### src/rtl/mem_access_ctrl.sv
// Burst controller in front of a single-port synchronous RAM (1-cycle registered read).
// Write beats go straight to the RAM pins; read beats take issue/latency/output cycles each.
module mem_access_ctrl #(
  parameter int ADDR_WIDTH = 6,
  parameter int DATA_WIDTH = 16,
  parameter int LEN_WIDTH  = 4
) (
  input  logic                  clk,
  input  logic                  rst,
  input  logic                  cmd_valid,
  output logic                  cmd_ready,
  input  logic                  cmd_we,
  input  logic [ADDR_WIDTH-1:0] cmd_addr,
  input  logic [LEN_WIDTH-1:0]  cmd_len,
  input  logic [DATA_WIDTH-1:0] wr_data,
  input  logic                  wr_valid,
  output logic                  wr_ready,
  output logic [DATA_WIDTH-1:0] rd_data,
  output logic                  rd_valid,
  input  logic                  rd_ready,
  output logic                  busy,
  output logic                  done,
  output logic                  mem_we,
  output logic [ADDR_WIDTH-1:0] mem_addr,
  output logic [DATA_WIDTH-1:0] mem_data,
  input  logic [DATA_WIDTH-1:0] mem_out,
  output logic [2:0]            state_dbg
);

  typedef enum logic [2:0] {
    IDLE     = 3'd0,
    WRITE    = 3'd1,
    RD_ISSUE = 3'd2,
    RD_LAT   = 3'd3,
    RD_OUT   = 3'd4
  } state_t;

  state_t                state;
  logic [ADDR_WIDTH-1:0] cur_addr;
  logic [LEN_WIDTH-1:0]  remaining;

  // Handshakes: a transfer happens on the rising edge where valid && ready are both
  // high; sources hold valid and payload stable until that edge, sinks may drop ready freely.
  assign cmd_ready = (state == IDLE);
  assign busy      = (state != IDLE);
  // Gating with rst keeps a beat presented in the reset cycle out of the RAM.
  assign wr_ready  = (state == WRITE) && !rst;
  assign mem_we    = wr_ready && wr_valid;
  assign mem_data  = (state == WRITE) ? wr_data : '0;
  assign mem_addr  = cur_addr;
  assign rd_valid  = (state == RD_OUT);
  assign state_dbg = state;

  always_ff @(posedge clk) begin
    if (rst) begin
      state     <= IDLE;
      cur_addr  <= '0;
      remaining <= '0;
      rd_data   <= '0;
      done      <= 1'b0;
    end else begin
      done <= 1'b0;
      case (state)
        IDLE: begin
          if (cmd_valid) begin
            cur_addr  <= cmd_addr;
            remaining <= cmd_len;
            state     <= cmd_we ? WRITE : RD_ISSUE;
          end
        end
        WRITE: begin
          if (wr_valid) begin
            if (remaining == '0) begin
              state <= IDLE;
              done  <= 1'b1;
            end else begin
              remaining <= remaining - 1'b1;
              cur_addr  <= cur_addr + 1'b1;
            end
          end
        end
        RD_ISSUE: state <= RD_LAT;
        RD_LAT: begin
          // RAM sampled cur_addr on the previous edge, so mem_out is valid now.
          rd_data <= mem_out;
          state   <= RD_OUT;
        end
        RD_OUT: begin
          if (rd_ready) begin
            if (remaining == '0) begin
              state <= IDLE;
              done  <= 1'b1;
            end else begin
              remaining <= remaining - 1'b1;
              cur_addr  <= cur_addr + 1'b1;
              state     <= RD_ISSUE;
            end
          end
        end
        default: state <= IDLE;
      endcase
    end
  end

endmodule

### config.mk
export PLATFORM = sky130hd
export DESIGN_NAME = mem_access_ctrl
export DESIGN_NICKNAME = d
export VERILOG_FILES = /design/src/rtl/mem_access_ctrl.sv
export SDC_FILE = /design/constraint.sdc
export NUM_CORES = 1
export LEC_CHECK = 0
export CORE_MARGIN = 3
export CORE_UTILIZATION = 25
export DETAILED_ROUTE_END_ITERATION = 10
export PLACE_DENSITY = 0.69
export SLEW_MARGIN = 20
export SYNTH_ARGS = -nofsm -noshare
export SYNTH_HDL_FRONTEND = slang
export SYNTH_SLANG_ARGS = --single-unit
### constraint.sdc
create_clock -name clk -period 3.98 [get_ports clk]
set_clock_uncertainty 0.2 [all_clocks]
set_input_delay 0.796 -clock clk [delete_from_list [all_inputs] [get_ports clk]]
set_output_delay 0.796 -clock clk [all_outputs]
set_load 0.01 [all_outputs]
==> After elaboration in Yosys (flattened, before gate mapping) <==
Cells that the tools add are included.
{ "classes": {"add_sub_neg": 2, "n_eq_ne": 8, "muxes": 22, "n_reduce_logical": 9} }
{ "op_table": {"columns": ["cell", "n"], "rows": [
  ["$mux W6", 4],
  ["$pmux W6 S3", 1],
  ["$mux W16", 1],
  ["$mux W4", 4],
  ["$pmux W3 S5", 1],
  ["$mux W3", 4],
  ["$pmux W4 S3", 1],
  ["$reduce_and A4 Y1", 2],
  ["$add A6 B1 Y6 const B", 1],
  ["$eq A3 B2 Y1 const B", 2],
  ["$reduce_bool A3 Y1", 2],
  ["$logic_not A4 Y1", 1],
  ["$mux W2", 2],
  ["$ne A2 B1 Y1 const B", 2],
  ["$ne A2 B2 Y1 const B", 2],
  ["$sub A4 B1 Y4 const B", 1],
  ["$eq A3 B1 Y1 const B", 1],
  ["$eq A3 B3 Y1 const B", 1],
  ["$logic_not A3 Y1", 1],
  ["$mux W1", 3],
  ["$logic_and A1 B1 Y1", 2],
  ["$pmux W1 S2", 1],
  ["$logic_not A1 Y1", 1]
]} }
{ "totals": {"register_bits": 30, "output_inout_bits": 47} }

==> Longest topological paths before layout <==
{ "logic_depth": {"ltp_word": 4, "depth_mapped": 6} }

==> Worst setup path before layout <==
Ideal clock, no wire load.
{ "synth_timing": {"kind": "register -> output", "startpoint": "register state[0] (netlist: state_dbg[0])", "endpoint": "output port mem_data[10]", "arrival_time_ps": 1508, "required_ps": 2984, "setup_slack_ps": 1476, "stages_incl_launch_ff": 5, "cell_sequence": "dfxtp_1 buf_2 nor3b_1 clkbuf_1 and2_1"} }
{ "synth_between": {"elab_chain_cells": 2} }
{ "synth_lines": {"columns": ["item", "line_no", "source"], "rows": [
  ["start, declared", "38", "state_t state;"],
  ["start signal, assigned", "68", "state <= cmd_we ? WRITE : RD_ISSUE;"],
  ["$eq A3 B1 Y1", "49", "assign mem_data = (state == WRITE) ? wr_data : '0;"],
  ["$mux W16", "49", null],
  ["end, declared", "25", "output logic [DATA_WIDTH-1:0] mem_data,"]
]} }
Every way passes these cells.

==> Worst setup path after layout <==
{ "layout_timing": {"startpoint": "input port rst", "endpoint": "output port mem_we"} }
{ "layout_between": {"elab_chain_cells": 3} }
{ "layout_lines": {"columns": ["item", "line_no", "source"], "rows": [
  ["start, declared", "9", "input logic rst,"],
  ["$logic_not A1 Y1", "47", "assign wr_ready = (state == WRITE) && !rst;"],
  ["$logic_and A1 B1 Y1", "47", null],
  ["$logic_and A1 B1 Y1", "48", "assign mem_we = wr_ready && wr_valid;"],
  ["end, declared", "23", "output logic mem_we,"]
]} }
Every way passes these cells.

==> metrics <==
non-filler cells in the finished layout=368; Fmax achieved=0.3132 GHz; synth unique cells=40; starting density of the core=0.2634; Placed Cells=360; #FFs+latches synth=30; cell area power density=360.5 nW/um^2; std cell rows=28; Hold Crit Class=reg2reg; die footprint=7381 um^2; Ys Warns=0; simple-gate area share of the yosys netlist=0.2837; Reg area=600.6 um^2; EDFF count, synth=0; commonest non-fill, non-tap cell in the layout=clkdlybuf4s50_1; Final GP Congestion=0.7687; Placement Setup Slack=0.7937 ns; Total Neg Setup Slack=0 ns; wire per inst=13.49 um; clk_lat worst skew=0.28 ns; Crit path top cell by count=clkdlybuf4s50_1; Placed Area=2599 um^2; CP Launch Type=primary input; footprint of the multi-input gates=922.1 um^2; status=completed; setup ws final=0.7869 ns; nature of the critical path endpoint=primary output; grt total ovfl=0; pin count of the biggest net entering global routing=31; Synth Area in Compound Gates=0.2343; postcts setup bufs=0; Worst EP arrival=2.20 ns; max incr delay on CP=0.54 ns; Worst path slowest cell=clkdlybuf4s50_1; IO Count=95; critical path required time=2.98 ns; die width=85.92 um; worst-path maximum fanout=8; most frequent cells in the layout=clkdlybuf4s50_1 (94), nand2_1 (39), dfxtp_1 (30), a21oi_1 (25), and2_1 (18); via/cell ratio=4.905; Peak VDD IR=195.8 uV; hold_buf cts=0; Syn Area/Cell=7.904 um^2; fraction of layout cells with a size suffix above 1=0.04778; proportion of synthesized area in mux cells=0.03840; WP buf/inv=3; Layout area overhead=68.50%; RSZ-0062 raised after global routing=no; Post-Route Utilization=0.4438; final WL=4964 um; Fin. Hold Viols=0; Die H=85.92 um; fin. max-slew vios=0; FILL cells=608; kind of cell adding the most delay to the critical path=buffers and inverters; Final setup viols=0; CTS clk-pin slew, worst paths=0.06 ns; combinational family with the most area after synthesis=simple AND/OR/NAND/NOR gates; DP HPWL=3675 um; DRT iter0 DRCs=71; CTS root buf=clkbuf_8; H-tree depth=2; leakage power=0.0009293 uW; vias in the first global route=1737; Diodes inserted=0; CTS buffer count=5; Max clock buf depth=2; r2r setup slk=1.54 ns; Syn Inst Count=202; Post-Syn Nets=252; DRC viols=0; post_cts resized=0; Max-slew headroom=0.3436; cell area after layout=2690 um^2; gr usage total=0.1367; XOR/XNOR share of the synthesized area=0.005486; Final ANT Viol Nets=0; Final min period=3.193 ns; first-pass GRT wire length=8211 um; core footprint=6061 um^2; crit-path cells=clkdlybuf4s50_1, inv_1, and3_1, clkdlybuf4s50_1; number of buffers added on ports=94; post-synthesis sequential area ratio=0.3762; first-pass detailed-route iteration total=4; Tcrit/Tclk final=0.8023; clk sink count=30; antenna violations before repair=0; Vias=1805; Worst-Margin Slew=0.9775 ns; Max Cap Violations=0; Main synth FF type=dfxtp_1; CTS tree=done; final net count=342; Mapped Area=1597 um^2; adder-cell share of the synthesized area=0.01567; Crit Path Class=in2out; FFs w/ async S/R, synth=0
==> metrics by stage <==
| step | total power [uW] | hold WS, ns |
|---|---|---|
| 2_1_floorplan | 548.9 | 0.2559 |
| 3_3_place_gp | 716.1 | 0.2411 |
| 3_5_place_dp | 721.8 | 0.2463 |
| 4_1_cts | 979.7 | 0.2555 |
| 5_1_grt | 1033 | 0.2739 |
| 6_report | 969.9 | 0.2536 |
==> worst min-delay path: stages (launching register included) <==
cell	delay, ns
dfxtp_1	0.31
nand2_1	0.05
a21oi_1	0.05
==> flip-flops by register name, indices dropped and copies added, names as in the netlist <==
signal and count:
remaining 4, rd_data 16, mem_addr 6, state_dbg 3
done 1
==> Yosys cell counts, types with 2 or more instances <==
library cell   n  area, um^2
nand2_1       39       146.4
dfxtp_1       30       600.6
a21oi_1       25       125.1
and2_1        18       112.6
clkbuf_1      12       45.04
o21ai_0        7       35.03
nor2_1         6       22.52
inv_1          5       18.77
mux2i_1        5       50.05
nor3_1         5       25.02
a211oi_1       4       30.03
o211ai_1       4       30.03
nor4_1         3       18.77
o31ai_1        3       22.52
o32ai_1        3       26.28
a311oi_1       2       17.52
and3_1         2       12.51
buf_2          2       10.01
ha_1           2       25.02
nand3_1        2       10.01
nand3b_1       2       15.01
nor3b_1        2       15.01
nor4b_1        2       17.52
==> kinds of logic (layout without fill, tap and decap cells) <==
| kind of cell | count (synthesis) | after routing |
|---|---|---|
| muxes | 6 | 6 |
| xor gates and xnor gates | 1 | 1 |
| and+or+nand+nor | 88 | 88 |
| buffers and inverters | 19 | 110 |
| adders and majority gates | 2 | 2 |
| DFF | 30 | 30 |
| AOI/OAI and AO/OA | 56 | 56 |
==> per-layer routing <==
layer / vias to the layer above / GRT usage / wire (um)
li1: 899 / - / -
met1: 817 / 0.1630 / 2109
met2: 82 / 0.2306 / 2274
met3: 7 / 0.04227 / 507
met4: 0 / 0.04892 / 72
met5: - / 0 / 0
==> area by class of cell <==
class | instances | area share
inverter | 5 | 0.006977
timing repair buffer | 97 | 0.3581
clock buffer | 7 | 0.03209
tap | 75 | 0.03488
clock inverter | 1 | 0.001860
multi-input combinational | 153 | 0.3428
sequential | 30 | 0.2233
==> report_power, final <==
part	switching, uW	internal, uW	total (uW)
sequential	30.7	327	358
clock	117	139	256
combinational	165	191	356
total	312	658	970
==> path summary, 6_finish.rpt <==
check,startpoint,to,depth (start not counted)
setup / recovery,rst,mem_we,4
hold / removal,rd_data[1],rd_data[1],2
setup reg to reg,state_dbg[2],mem_addr[4],4
hold reg to reg,rd_data[1],rd_data[1],2
Note: power is estimated with default switching activity, not from simulation.
